==> src/rtl/gerador_pulso_pkg.sv <==
// Shared keypad definitions: event FSM state encoding and default timing constants.
package gerador_pulso_pkg;

    typedef enum logic [1:0] {
        ST_IDLE    = 2'b00,
        ST_PRESSED = 2'b01,
        ST_HELD    = 2'b10,
        ST_LOCK    = 2'b11
    } state_e;

    localparam int unsigned HOLD_CYCLES_DEF   = 16;
    localparam int unsigned REPEAT_CYCLES_DEF = 8;
    localparam int unsigned CNT_W             = 8;

endpackage

==> src/rtl/gerador_pulso.sv <==
// Key event generator: turns a debounced key level into press/release/auto-repeat
// pulses, a long-press level and a wrapping press counter.
module gerador_pulso
    import gerador_pulso_pkg::*;
#(
    parameter int unsigned HOLD_CYCLES   = HOLD_CYCLES_DEF,
    parameter int unsigned REPEAT_CYCLES = REPEAT_CYCLES_DEF
) (
    input  logic             clk,
    input  logic             rst_n,
    input  logic             level_in,
    input  logic             enable,
    output logic             press_pulse,
    output logic             release_pulse,
    output logic             repeat_pulse,
    output logic             held,
    output logic [CNT_W-1:0] press_count
);

    localparam logic [CNT_W-1:0] HOLD_LAST   = CNT_W'(HOLD_CYCLES - 1);
    localparam logic [CNT_W-1:0] REPEAT_LAST = CNT_W'(REPEAT_CYCLES - 1);

    state_e           state_q;
    logic [CNT_W-1:0] cnt_q;
    logic [CNT_W-1:0] count_q;
    logic             press_q, release_q, repeat_q, held_q;

    always_ff @(posedge clk or negedge rst_n) begin
        if (!rst_n) begin
            state_q   <= ST_IDLE;
            cnt_q     <= '0;
            count_q   <= '0;
            press_q   <= 1'b0;
            release_q <= 1'b0;
            repeat_q  <= 1'b0;
            held_q    <= 1'b0;
        end else begin
            press_q   <= 1'b0;
            release_q <= 1'b0;
            repeat_q  <= 1'b0;
            // Disable overrides everything, including a pending release.
            if (!enable) begin
                state_q <= ST_LOCK;
                cnt_q   <= '0;
                held_q  <= 1'b0;
            end else begin
                case (state_q)
                    ST_IDLE: begin
                        cnt_q <= '0;
                        if (level_in) begin
                            state_q <= ST_PRESSED;
                            press_q <= 1'b1;
                            count_q <= count_q + 1'b1;
                        end
                    end
                    ST_PRESSED: begin
                        if (!level_in) begin
                            state_q   <= ST_IDLE;
                            release_q <= 1'b1;
                            cnt_q     <= '0;
                            held_q    <= 1'b0;
                        end else if (cnt_q == HOLD_LAST) begin
                            state_q  <= ST_HELD;
                            cnt_q    <= '0;
                            held_q   <= 1'b1;
                            repeat_q <= 1'b1;
                        end else begin
                            cnt_q <= cnt_q + 1'b1;
                        end
                    end
                    ST_HELD: begin
                        if (!level_in) begin
                            state_q   <= ST_IDLE;
                            release_q <= 1'b1;
                            cnt_q     <= '0;
                            held_q    <= 1'b0;
                        end else if (cnt_q == REPEAT_LAST) begin
                            cnt_q    <= '0;
                            repeat_q <= 1'b1;
                        end else begin
                            cnt_q <= cnt_q + 1'b1;
                        end
                    end
                    ST_LOCK: begin
                        // Only a released key may re-arm, so a held key can't fake a press.
                        cnt_q <= '0;
                        if (!level_in) state_q <= ST_IDLE;
                    end
                endcase
            end
        end
    end

    assign press_pulse   = press_q;
    assign release_pulse = release_q;
    assign repeat_pulse  = repeat_q;
    assign held          = held_q;
    assign press_count   = count_q;

endmodule

==> config.mk <==
export PLATFORM = sky130hd
export DESIGN_NAME = gerador_pulso
export DESIGN_NICKNAME = d
export VERILOG_FILES = /design/src/rtl/gerador_pulso_pkg.sv /design/src/rtl/gerador_pulso.sv
export SDC_FILE = /design/constraint.sdc
export NUM_CORES = 1
export LEC_CHECK = 0
export BUFFER_PORTS_ARGS = -buffer_cell sky130_fd_sc_hd__buf_2
export CORE_ASPECT_RATIO = 1.25
export CORE_MARGIN = 3
export CORE_UTILIZATION = 40
export CTS_BUF_LIST = sky130_fd_sc_hd__clkbuf_4
export DETAILED_ROUTE_END_ITERATION = 8
export SYNTH_ARGS = -nofsm -noshare
export SYNTH_HDL_FRONTEND = slang
export SYNTH_SLANG_ARGS = --single-unit
==> constraint.sdc <==
create_clock -name clk -period 1.7 [get_ports clk]
set_input_delay 0.51 -clock clk [delete_from_list [all_inputs] [get_ports clk]]
set_output_delay 0.51 -clock clk [all_outputs]
set_load 0.005 [all_outputs]
==> reports/summary.md <==
Cells with a size suffix above 1 make up 29.7% of the layout. The mapped netlist covers 1140 µm². The total clock sinks is 22. The most critical setup path has its startpoint at state_q[0]. Max-cap violations in this run came to 0. The total area inside the core boundary comes to 2710 µm². The proportion of synthesized flip-flops having asynchronous set or reset is 100%, and the final-layout fill cell count is 256. For the arrival time at the worst endpoint, the log shows 1.80 ns. The cts-stage hold buffer count came out at 0.

Static timing analysis puts the maximum clock frequency at 633 MHz. The number of max-slew violations in the final report is 0, and the clock network latency to the later pin of the worst-skew pair is 0.30 ns. The run gives 0 ns as the aggregate negative setup slack. The number of placed instances, taps included, is 147. Worst setup path category: reg -> reg.

The global-route wire length before repair is 3590 µm, and the level count of the clock H-tree is 1. The filler-free cell count of the finished design was 152; the area taken by flip-flops and latches was 551 µm². After synthesis, the netlist uses 33 different library cells. The cell leakage power came out at 0.631 nW. The flow ran to the end, and the final reports show no timing, DRC or antenna violations. Per-cell routed wire length: 13.4 µm.

In the synthesized netlist, the number of instances is 98. Port buffering added 15 buffers. In this run, CTS created clock tree buffers numbering 3. In the synthesized netlist the dominant register cell turns out to be dfrtp_1. Via count of the first global-routing pass: 833.

Summing the sequential cell areas from Yosys gives 48.2% of the chip area. The multi-input combinational cells in the finished layout cover a total of 564 µm². The floorplan die width came out at 53.8 µm. The setup check on the worst reg-to-reg path leaves a slack of 0.12 ns. For this block, the via count after detailed routing is 767.

The number of cells on the worst reg-to-reg path is 6. Launching point of the worst reg2reg path: state_q[0]. For the setup-violating endpoint count in the final report, the log shows 0. Along the worst path, the maximum fanout reaches 4. The tree is rooted in a clkbuf_4.

The area enclosed by the die boundary is 3530 µm², and the remaining antenna violation count is 0. The tools report the net total in the final layout as 131. The clock passes through at most 2 buffers. The total DRC errors in the routed layout was 0; the required arrival time at the worst endpoint was 1.92 ns.

Synthesized area per cell: 11.6 µm². The run gives 66.4% as the relative slew slack. The routed design has 2040 µm of wire. Global routing used 21.1% of the available met2 tracks. The first detailed-routing pass ran for 4 iterations. The synthesized design contains 0 enable-type register cells.

The vertical die dimension was 65.7 µm. TritonCTS built the clock tree. The layer carrying the most global-route usage was met2. Initial antenna violation count: 0. The transition time of the tightest slew-check pin was 0.503 ns. The worst path uses 92.9% of the clock period.

16 I/O pins were placed. Yosys attributes the largest share of cell area to dfrtp_1 48%, ha_1 7.7%, xnor2_1 6.1%, xor2_1 5.4%, nor2_1 3.3%. The tools report the row count as 21.

The biggest area contributor in the post-synthesis netlist is dfrtp_1. The final-report hold violation count is 0, and the fraction of met3 tracks used by global routing is 2.49%. The tools report the aggregate global-route resource usage as 13.8%. The worst setup path is launched from a register. The critical path endpoint category was a register. The tools report the global routing usage on met1 as 17.3%. The first routing iteration left 17 violations.

The power density over the cells was 847 nW/µm². Across the routed clock network, the largest skew measured is 0.00331 ns. The placer congestion estimate is 0.856, and the final critical-path required period is 1.58 ns. VDD sags by at most 487 µV. Timing analysis after detailed placement gives a worst setup slack of 0.105 ns. The run gives 0.120 ns as the minimum setup slack in the final design. Entering global routing, the biggest net connects 23 pins. The worst register-to-register path ends at state_q[1]. The detailed-placement wirelength estimate was 1520 µm. Counting every net in the synthesized netlist gives 109. Across all hold checks on the routed design, the worst slack comes to 0.159 ns. After clock tree synthesis, the clock-pin slew on the worst setup and hold paths is 0.11 ns.

The commonest cells after synthesis are 22 x dfrtp_1, 10 x nor2_1, 8 x xnor2_1, 7 x ha_1, 7 x xor2_1. In this run the worst setup path terminates at state_q[1]. The number of warnings printed during yosys synthesis was 0. The area growth from synthesis to layout was 14.3%; the detailed-route vias per instance was 5.05. dfrtp_1 is the most common cell in the netlist.

For this configuration, the core starts out at a cell density of 42.2%. Global routing finished with a remaining overflow of 0. The number of antenna repair diodes is 0. Of the post-synthesis cell area, the dominant cell type holds 48.2%. The path class of the lowest-slack min-delay path is in -> async. Synthesis inferred 22 register bits.
cells by family after synthesis:
family | share of synthesized area [%]
simple gates | 21.3
flops | 48.2
xor+xnor | 11.5
compound gates | 5.70
buf+inv | 3.29
fa+ha+maj | 7.68
mux | 2.30
cell usage in the layout, fill, tap and decap left out, types with 3 or more instances in the layout:
cell type,count
and3_1,3
buf_2,15
buf_4,4
clkbuf_4,3
dfrtp_1,22
ha_1,5
inv_1,5
nand2_1,6
nand3_1,4
nor2_1,10
xnor2_1,8
xor2_1,7
flip-flops by register name, indices dropped and copies added, names as in the netlist:
register / flops
release_pulse: 1
press_pulse: 1
repeat_pulse: 1
cnt_q: 8
state_q: 2
held: 1
press_count: 8
stage by stage:
step	instance area [µm²]	power [W]	util, %
3_3_place_gp	1250	0.000856	46.4
3_5_place_dp	1250	0.000862	46.4
6_report	1300	0.00110	48.2
4_1_cts	1280	0.00110	47.2
2_1_floorplan	1140	0.000766	-
5_1_grt	1300	0.00119	48.2
power by group:
group | switching, W | internal [W]
Combinational | 0.000126 | 0.000129
Clock | 0.000147 | 0.0000827
Sequential | 0.0000511 | 0.000569
layer usage:
metal	wire, µm	vias up
met1	887	367
met5	0	-
met3	71	5
li1	-	379
met2	1030	16
met4	51	0
repair_timing:
item | in CTS | in global routing
endpoints found under the setup margin | 0 | 3
hold endpoints to repair | 0 | 0
buffers inserted | 0 | 2
gates resized for setup | 0 | 3
how the worst min path moves through the flow:
stage / start / end / depth (start not counted)
final: rst_n / press_count[2] / 1
after CTS: rst_n / press_count[2] / 1
after global placement: cnt_q[0] / cnt_q[0] / 1
after detailed placement: cnt_q[0] / cnt_q[0] / 1
after global routing: rst_n / press_count[0] / 1
after floorplan: rst_n / cnt_q[0] / 0
area by class of cell:
type | count | area share, %
Sequential cell | 22 | 42.2
Multi-Input combinational cell | 69 | 43.3
Tap cell | 34 | 3.26
Timing Repair Buffer | 19 | 8.06
Clock buffer | 3 | 1.73
Inverter | 5 | 1.44
critical path, cell delays in order, from the launching register on:
cell and delay [ns]:
dfrtp_1 0.42, inv_1 0.10, ha_2 0.22, nor3b_4 0.26, nand2b_1 0.08, mux2_4 0.26
o221ai_1 0.16
Note: power is estimated with default switching activity, not from simulation.
